`config.mk`:
```
export PLATFORM = sky130hd
export DESIGN_NAME = seg_page_sched
export DESIGN_NICKNAME = d
export VERILOG_FILES = /design/src/rtl/seg_page_sched.sv
export SDC_FILE = /design/constraint.sdc
export NUM_CORES = 1
export LEC_CHECK = 0
export ABC_AREA = 0
export BUFFER_PORTS_ARGS = -buffer_cell sky130_fd_sc_hd__buf_4
export CELL_PAD_IN_SITES_DETAIL_PLACEMENT = 1
export CELL_PAD_IN_SITES_GLOBAL_PLACEMENT = 1
export CORE_UTILIZATION = 43
export CTS_BUF_LIST = sky130_fd_sc_hd__clkbuf_8
export DETAILED_ROUTE_END_ITERATION = 10
export GPL_TIMING_DRIVEN = 0
export PLACE_DENSITY = 0.92
export SYNTH_ARGS = -nofsm -noshare
export SYNTH_HDL_FRONTEND = slang
export SYNTH_SLANG_ARGS = --single-unit
export TNS_END_PERCENT = 5
```
`constraint.sdc`:
```
create_clock -name fin -period 2.9 [get_ports fin]
set_input_delay 0.145 -clock fin [delete_from_list [all_inputs] [get_ports fin]]
set_output_delay 0.145 -clock fin [all_outputs]
set_load 0.02 [all_outputs]
```
`src/rtl/seg_page_sched.sv`:
```
// Page scheduler for the 4-digit 7-segment scanner: rotates background pages A/B
// on a dwell timer and lets a transient override message preempt rotation.
module seg_page_sched #(
    parameter int DWELL    = 50_000_000,
    parameter int OVR_TIME = 100_000_000
) (
    input  logic        fin,
    input  logic        rst,
    input  logic        en,
    input  logic [15:0] a_digits,
    input  logic [3:0]  a_dp,
    input  logic        a_valid,
    input  logic [15:0] b_digits,
    input  logic [3:0]  b_dp,
    input  logic        b_valid,
    input  logic        ovr_req,
    input  logic [15:0] ovr_digits,
    input  logic [3:0]  ovr_dp,
    output logic        ovr_ack,
    output logic [3:0]  num1,
    output logic [3:0]  num2,
    output logic [3:0]  num3,
    output logic [3:0]  num4,
    output logic [3:0]  dp_n,
    output logic [1:0]  page,
    output logic        page_start
);

    localparam int DW = $clog2(DWELL);
    localparam int OW = $clog2(OVR_TIME);
    localparam logic [DW-1:0] DWELL_LAST = DW'(DWELL - 1);
    localparam logic [OW-1:0] OVR_LAST   = OW'(OVR_TIME - 1);

    // State encodings double as the page code driven to the scanner.
    typedef enum logic [1:0] {
        ST_A     = 2'd0,
        ST_B     = 2'd1,
        ST_OVR   = 2'd2,
        ST_BLANK = 2'd3
    } state_t;

    state_t        state_r, next_state_s;
    state_t        ret_r, next_ret_s;
    logic [DW-1:0] dwell_cnt_r, dwell_nxt_s;
    logic [OW-1:0] ovr_cnt_r, ovr_nxt_s;
    logic [15:0]   ovr_digits_r;
    logic [3:0]    ovr_dp_r;
    logic          dwell_exp_s;
    logic [15:0]   dig_nxt_s;
    logic [3:0]    dp_nxt_s;

    function automatic state_t fallback_from(input state_t from, input logic a_v, input logic b_v);
        state_t res;
        if (from == ST_A) begin
            res = b_v ? ST_B : ST_BLANK;
        end else begin
            res = a_v ? ST_A : ST_BLANK;
        end
        return res;
    endfunction

    function automatic state_t return_to(input state_t ret, input logic a_v, input logic b_v);
        state_t res;
        case (ret)
            ST_A:    res = a_v ? ST_A : fallback_from(ST_A, a_v, b_v);
            ST_B:    res = b_v ? ST_B : fallback_from(ST_B, a_v, b_v);
            default: res = ST_BLANK;
        endcase
        return res;
    endfunction

    // Next-state selection in priority order: override, validity loss, dwell, blank exit.
    always_comb begin
        next_state_s = state_r;
        dwell_exp_s  = 1'b0;
        case (state_r)
            ST_BLANK: begin
                if (a_valid) begin
                    next_state_s = ST_A;
                end else if (b_valid) begin
                    next_state_s = ST_B;
                end else begin
                    next_state_s = ST_BLANK;
                end
            end
            ST_A: begin
                if (!a_valid) begin
                    next_state_s = fallback_from(ST_A, a_valid, b_valid);
                end else if (en && (dwell_cnt_r == DWELL_LAST)) begin
                    dwell_exp_s  = 1'b1;
                    next_state_s = b_valid ? ST_B : ST_A;
                end else begin
                    next_state_s = ST_A;
                end
            end
            ST_B: begin
                if (!b_valid) begin
                    next_state_s = fallback_from(ST_B, a_valid, b_valid);
                end else if (en && (dwell_cnt_r == DWELL_LAST)) begin
                    dwell_exp_s  = 1'b1;
                    next_state_s = a_valid ? ST_A : ST_B;
                end else begin
                    next_state_s = ST_B;
                end
            end
            ST_OVR: begin
                if (ovr_cnt_r == OVR_LAST) begin
                    next_state_s = return_to(ret_r, a_valid, b_valid);
                end else begin
                    next_state_s = ST_OVR;
                end
            end
            default: next_state_s = ST_BLANK;
        endcase

        // A re-accept inside the override keeps the page originally interrupted.
        if (ovr_req) begin
            next_state_s = ST_OVR;
            next_ret_s   = (state_r == ST_OVR) ? ret_r : state_r;
        end else begin
            next_ret_s   = ret_r;
        end
    end

    // Counter updates; any page change or dwell expiry restarts the dwell count.
    always_comb begin
        if ((next_state_s != state_r) || dwell_exp_s) begin
            dwell_nxt_s = {DW{1'b0}};
        end else if (en && ((state_r == ST_A) || (state_r == ST_B))) begin
            dwell_nxt_s = dwell_cnt_r + {{(DW-1){1'b0}}, 1'b1};
        end else begin
            dwell_nxt_s = dwell_cnt_r;
        end

        if (ovr_req || (next_state_s != ST_OVR)) begin
            ovr_nxt_s = {OW{1'b0}};
        end else begin
            ovr_nxt_s = ovr_cnt_r + {{(OW-1){1'b0}}, 1'b1};
        end
    end

    // Content for the page being entered; a fresh accept shows the request content directly.
    always_comb begin
        case (next_state_s)
            ST_A: begin
                dig_nxt_s = a_digits;
                dp_nxt_s  = a_dp;
            end
            ST_B: begin
                dig_nxt_s = b_digits;
                dp_nxt_s  = b_dp;
            end
            ST_OVR: begin
                dig_nxt_s = ovr_req ? ovr_digits : ovr_digits_r;
                dp_nxt_s  = ovr_req ? ovr_dp : ovr_dp_r;
            end
            default: begin
                dig_nxt_s = 16'hFFFF;
                dp_nxt_s  = 4'h0;
            end
        endcase
    end

    // State, counters, override snapshot and registered scanner outputs.
    always_ff @(posedge fin) begin
        if (rst) begin
            state_r      <= ST_BLANK;
            ret_r        <= ST_BLANK;
            dwell_cnt_r  <= {DW{1'b0}};
            ovr_cnt_r    <= {OW{1'b0}};
            ovr_digits_r <= 16'h0000;
            ovr_dp_r     <= 4'h0;
            ovr_ack      <= 1'b0;
            page_start   <= 1'b0;
            page         <= 2'd3;
            {num1, num2, num3, num4} <= 16'hFFFF;
            dp_n         <= 4'h0;
        end else begin
            state_r     <= next_state_s;
            ret_r       <= next_ret_s;
            dwell_cnt_r <= dwell_nxt_s;
            ovr_cnt_r   <= ovr_nxt_s;
            if (ovr_req) begin
                ovr_digits_r <= ovr_digits;
                ovr_dp_r     <= ovr_dp;
            end
            ovr_ack      <= ovr_req;
            page_start   <= ovr_req || (next_state_s != state_r);
            page         <= next_state_s;
            {num1, num2, num3, num4} <= dig_nxt_s;
            dp_n         <= dp_nxt_s;
        end
    end

endmodule

```
==> results of run 1 <==
[layer usage]
layer	part of all wire, %	track usage, %
met1	42	28.7
met2	52	47.9
met3	4.9	7.54
met4	1.2	7.74
met5	0	0
[area by class of cell]
type | count | area, sq um
fillers | 1269 | 4710
multi-input cells | 392 | 2470
flip-flops and latches | 99 | 1980
repair buffers | 88 | 661
well taps | 136 | 170
plain buffers | 36 | 169
clock buffers | 11 | 151
clock inverters | 5 | 60.1
inverters | 12 | 45.0
[critical path, delay by kind of cell, from the launching register on]
| kind | cells | cell delay, ps |
|---|---|---|
| buffers and inverters | 2 | 380 |
| AO/OA/AOI/OAI | 3 | 1010 |
| adder cells (fa/ha/maj) | 1 | 230 |
| flip-flops | 1 | 380 |
| AND/OR/NAND/NOR | 3 | 720 |
[placed cells by master, fill, tap and decap left out, types with 3 or more instances in the layout]
master and instances:
nand2_1 50, buf_1 3, buf_2 7, and3_1 10, a2bb2oi_1 4, nor3_1 7, nand4_1 15, nand3_1 15
nor4_1 10, clkbuf_8 11, o311ai_0 16, clkbuf_1 20, o21ai_0 4, and4_1 7, o211ai_1 17, nor4b_1 5
a22o_1 4, buf_4 88, dfxtp_1 98, a21oi_1 29, nor2_1 84, inv_1 12, xnor2_1 23, mux2i_1 22
and2_1 20, xor2_1 27
[state kept, by name (all words and copies together), names as in the netlist]
| signal | flops |
|---|---|
| dp_n | 4 |
| dwell_cnt_r | 26 |
| num1 | 4 |
| num2 | 4 |
| num3 | 4 |
| num4 | 4 |
| ovr_ack | 1 |
| ovr_cnt_r | 27 |
| ovr_digits_r | 16 |
| ovr_dp_r | 4 |
| page_start | 1 |
| ret_r | 2 |
| state_r | 2 |
[worst max path at each step]
stage                               from               to  cells after the start
after detailed placement  dwell_cnt_r[0]          num2[3]                      8
final                     dwell_cnt_r[1]     ovr_cnt_r[2]                      9
after CTS                 dwell_cnt_r[0]  dwell_cnt_r[21]                      9
after global placement    dwell_cnt_r[0]          num2[3]                      8
after global routing      dwell_cnt_r[1]     ovr_cnt_r[2]                      9
after floorplan           dwell_cnt_r[0]  dwell_cnt_r[10]                      9
[stage by stage]
stage | setup WS (ps) | hold WS [ps] | instances | total power, uW
6_report | 92.2 | 24.3 | 779 | 2810
5_1_grt | -0.461 | 36.5 | 779 | 2920
4_1_cts | 18.9 | 10.2 | 779 | 2830
3_5_place_dp | -27.2 | 414 | 763 | 1880
3_3_place_gp | 69.8 | 395 | 763 | 1860
2_1_floorplan | 459 | 305 | 539 | 1680
[report_power, final]
| part | switching (uW) | total [uW] | internal, uW | leakage, uW |
|---|---|---|---|---|
| Combinational | 238 | 423 | 185 | 0.00132 |
| Clock | 510 | 959 | 449 | 0.000106 |
| Sequential | 19.6 | 1430 | 1410 | 0.000809 |
[kinds of logic after synthesis]
kind of cell / share of synthesized area [%]
buffers and inverters: 4.44
adders and majority gates: 0.538
and+or+nand+nor: 24.7
AOI/OAI and AO/OA: 13.5
DFF: 42.6
xor gates and xnor gates: 9.42
muxes: 4.74
[repair_timing]
item	in CTS	in global routing
resized for setup	1	7
endpoints found under the setup margin	5	46
pin swaps	0	2
setup buffers	0	0
==> run summary, run 1 <==
Status - finished, final reports clean
Pwr Density - 493 nW/um^2
P&R area growth vs syn - 22.8%
Number of diodes - 0
Crit-path max FO - 10
WP data required - 3210 ps
IO Pins - 90
Final setup fails - 0
Largest area contributor in the netlist - dfxtp_1
DR iter-0 viols - 195
Gpl congestion - 0.839
Port bufs - 88
Post-synthesis cell type count - 42
Most frequent cell after synthesis - dfxtp_1
Syn Nets - 607
Slew HR - 49.7%
Synth Cell Area - 4650 sq um
Fin Setup TNS - 0 ps
Max Clock Skew - 16.4 ps
Hold Path Depth - 3
CP Class - reg -> reg
Placement Rows - 37
# DRC - 0
Final wirelength - 13.8 mm
Register area share after synthesis - 42.6%
Post-route cell area - 5710 sq um
DR vias - 4314
Lkg Pwr - 0.00224 uW
CTS root buf - clkbuf_8
Max_cap viols - 0
DRT antenna net count - 0
CTS tree - done
CTS H-tree depth - 3
Hold Crit Start - ovr_digits[9]
Drt pass-1 iters - 4
Worst Tran Pin Value - 755 ps
Arrival time at the worst endpoint - 3110 ps
Vias per cell - 5.54
Fmax - 356 MHz
Ys flop type - dfxtp_1
Clk pin slew, worst setup/hold paths - 100 ps
Startpoint class of the critical path - register
WL/cell - 17.7 um
Hold EP - ovr_digits_r[9]
Top cells by area, synth - dfxtp_1 43%, nor2_1 6.8%, xor2_1 5.1%, mux2i_1 4.7%, xnor2_1 4.3%
Yosys top cell area share - 42.6%
Period utilisation layout - 96.8%
Reg-to-Reg End - ovr_cnt_r[2]
Mean Syn Cell Area - 8.63 sq um
Asr flop ratio synth - 0%
R2R setup slack - 90 ps
Core Region - 10400 sq um
Flops & latches, synth - 99
Hold bufs inserted after CTS - 0
Crit. End Element - register
Largest net degree at the start of global routing - 17
Hold WC Path Type - in -> reg
Reg-to-reg startpoint - dwell_cnt_r[1]
Initial antenna violation count - 0
Crit-path cells - ha_2 > nand4_1 > or3_4 > o211ai_1 > a41oi_4 > a2111o_1 > buf_2 > buf_6 > nor2_1
Die W - 106 um
GRT Util Overall - 26.0%
Vias in the first global route - 4775
Synth top cells by count - 99 x dfxtp_1, 84 x nor2_1, 50 x nand2_1
Crit path time final - 2810 ps
Skew-Pair Late Insertion Delay - 390 ps
Final Net Count - 706
Max IR drop VDD - 0.000462 V
Layout cells sized above 1 - 19.8%
CTS Sinks - 99
Die ar. - 11200 sq um
Post-synth EDFFs - 0
First-pass GRT wire length - 23.1 mm
Final Hold Fails - 0
Post-DP Area - 5480 sq um
Cells on worst reg2reg path - 9
Cells after synthesis - 539
Syn. warnings - 0
Total CTS buffers - 9
Initial Util - 44.6%
GRT overflow - 0
Highest-delay cell along the critical path - a2111o_1
Post-DP HPWL - 9.98 mm
Final max-slew violation count - 0
Chip height - 106 um
Slowest stage delay, CP - 460 ps
Finished Core Util - 54.8%
CTS max path bufs - 2
No activity file was read; power rests on OpenSTA's default activity.
==> inputs of run 2 (changes only) <==
--- a/config.mk
+++ b/config.mk
@@ -14,6 +14,7 @@
 export DETAILED_ROUTE_END_ITERATION = 10
 export GPL_TIMING_DRIVEN = 0
 export PLACE_DENSITY = 0.92
+export RECOVER_POWER = 25
 export SYNTH_ARGS = -nofsm -noshare
 export SYNTH_HDL_FRONTEND = slang
 export SYNTH_SLANG_ARGS = --single-unit
==> run summary, run 2 (same netlist as run 1, synthesis figures left out) <==
Status - finished, final reports clean
# DRC - 0 (unchanged)
Crit path time final - 2810 ps (+5.37 ps)
Layout cells sized above 1 - 15.9% (-3.9 points)
Die W - 106 um (unchanged)
Lkg Pwr - 0.00215 uW (-3.9%)
M3 GR Usage - 7.54% (unchanged)
Clk pin slew, worst setup/hold paths - 100 ps (about the same)
Initial Util - 44.6% (unchanged)
Commonest non-fill, non-tap cell in the layout - dfxtp_1
Gpl congestion - 0.839 (unchanged)
Chip height - 106 um (unchanged)
Worst Tran Pin Value - 747 ps (-7.83 ps)
Initial antenna violation count - 0 (unchanged)
Met1 GRT Util - 28.7% (unchanged)
Vias in the first global route - 4775 (unchanged)
Post-DP HPWL - 9.98 mm (unchanged)
Period utilisation layout - 97.0% (+0.19 points)
First-pass GRT wire length - 23.1 mm (unchanged)
DRT antenna net count - 0 (unchanged)
Vias per cell - 5.54 (about the same)
Number of diodes - 0 (unchanged)
Skew-Pair Late Insertion Delay - 390 ps (about the same)
R2R setup slack - 90 ps (about the same)
GR Util met2 - 47.9% (unchanged)
CTS tree - done
Fin Setup TNS - 0 ps (unchanged)
Final Hold Fails - 0 (unchanged)
Core Region - 10400 sq um (unchanged)
Pwr Density - 496 nW/um^2 (+0.61%)
Hold Crit Start - ovr_digits[10]
WP data required - 3200 ps (about the same)
Crit-path max FO - 10 (unchanged)
Storage cell area - 1980 sq um (unchanged)
WL/cell - 17.7 um (-0.29%)
Most frequent cells in the layout - 98 x dfxtp_1, 84 x nor2_1, 63 x buf_4, 50 x nand2_1, 46 x clkbuf_1
DR iter-0 viols - 220 (+13%)
Hold Path Depth - 3 (unchanged)
Final Net Count - 706 (unchanged)
Startpoint class of the critical path - register
CTS root buf - clkbuf_8
Fillcell total - 1286 (+1.3%)
Biggest register - ovr_cnt_r
Top flop regs - ovr_cnt_r (27), dwell_cnt_r (26), ovr_digits_r (16)
Placement Rows - 37 (unchanged)
Busiest layer in global routing - met2
IO Pins - 90 (unchanged)
Fmax - 355 MHz (-0.19%)
P&R area growth vs syn - 20.7%
Reg-to-Reg End - ovr_cnt_r[2]
GRT overflow - 0 (unchanged)
Drt pass-1 iters - 4 (unchanged)
Largest register FFs - 27 (unchanged)
Die ar. - 11200 sq um (unchanged)
GRT Util Overall - 26.0% (unchanged)
Largest net degree at the start of global routing - 17 (unchanged)
Port bufs - 88 (unchanged)
CP Class - reg -> reg
Final setup fails - 0 (unchanged)
CTS Sinks - 99 (unchanged)
Hold EP - ovr_digits_r[10]
Final wirelength - 13.8 mm (-0.29%)
CTS H-tree depth - 3 (unchanged)
Arrival time at the worst endpoint - 3120 ps (about the same)
CTS max path bufs - 2 (unchanged)
DR vias - 4313 (-0.023%)
Reg-to-reg startpoint - dwell_cnt_r[1]
Max_cap viols - 0 (unchanged)
Final max-slew violation count - 0 (unchanged)
Max Clock Skew - 17.5 ps (+1.11 ps)
Total CTS buffers - 9 (unchanged)
Crit. End Element - register
Max IR drop VDD - 0.000465 V (+0.62%)
Cells on worst reg2reg path - 9 (unchanged)
Finished Core Util - 53.9% (-0.90 points)
Hold WC Path Type - in -> reg
Slew HR - 50.2% (+0.52 points)
Footprint of the multi-input gates - 2470 sq um (unchanged)
## run 2: cell types whose count changed in the layout (fill, tap and decap cells not counted), sizes merged
cell / delta
clkbuf: +26
buf: -26
## run 2: worst max-delay path by stage
| stage | slack [ps] | start | endpoint | cells after the start |
|---|---|---|---|---|
| 2_1_floorplan | 460 | dwell_cnt_r[0] | dwell_cnt_r[10] | 9 |
| 3_3_place_gp | 70 | dwell_cnt_r[0] | num2[3] | 8 |
| 3_5_place_dp | -30 | dwell_cnt_r[0] | num2[3] | 8 |
| 4_1_cts | 20 | dwell_cnt_r[0] | dwell_cnt_r[21] | 9 |
| 5_1_grt | -0.5 | dwell_cnt_r[1] | ovr_cnt_r[2] | 9 |
| 6_report | 90 | dwell_cnt_r[1] | ovr_cnt_r[2] | 9 |
## run 2: report_power, final
group | switching [uW] | internal [uW]
registers | 18.5 | 1410
logic | 238 | 157
clock network | 509 | 449
total | 765 | 2020
## run 2: through the flow
step	cells	setup WS [ps]	total power [uW]	hold slack, ps	cell area, sq um
5_1_grt	779	-0.457	2890	36.5	5610
3_5_place_dp	763	-27.2	1880	414	5480
2_1_floorplan	539	459	1680	305	4650
3_3_place_gp	763	69.8	1860	395	5480
6_report	779	86.8	2780	27.4	5610
4_1_cts	779	18.9	2830	10.2	5690
## run 2: layer usage
| metal | part of all wire, % | vias to the layer above | routed length, um |
|---|---|---|---|
| met4 | 1.2 | 0 | 167 |
| li1 | - | 2082 | - |
| met1 | 42 | 2113 | 5740 |
| met3 | 4.8 | 16 | 659 |
| met2 | 52 | 102 | 7220 |
| met5 | 0 | - | 0 |
## run 2: worst max-delay path, cell delays in order, from the launching register on
cell and delay [ps]:
dfxtp_1 380, ha_2 230, nand4_1 160, or3_4 430
o211ai_1 330, a41oi_4 230, a2111o_1 460, buf_2 210
buf_6 170, nor2_1 130
## run 2: layout make-up
type,instances,area share [%]
buffer,36,3.01
clock buffer,11,2.70
clock inverter,5,1.07
inverter,12,0.802
multi-input combinational,392,44.0
sequential,99,35.3
tap,136,3.03
timing repair buffer,88,10.1
## run 2: what timing repair did
action	in CTS	in global routing
resized for setup	1	7
pin swaps	0	2
hold buffers	0	0
setup endpoints to repair	5	46
buffers inserted	0	0
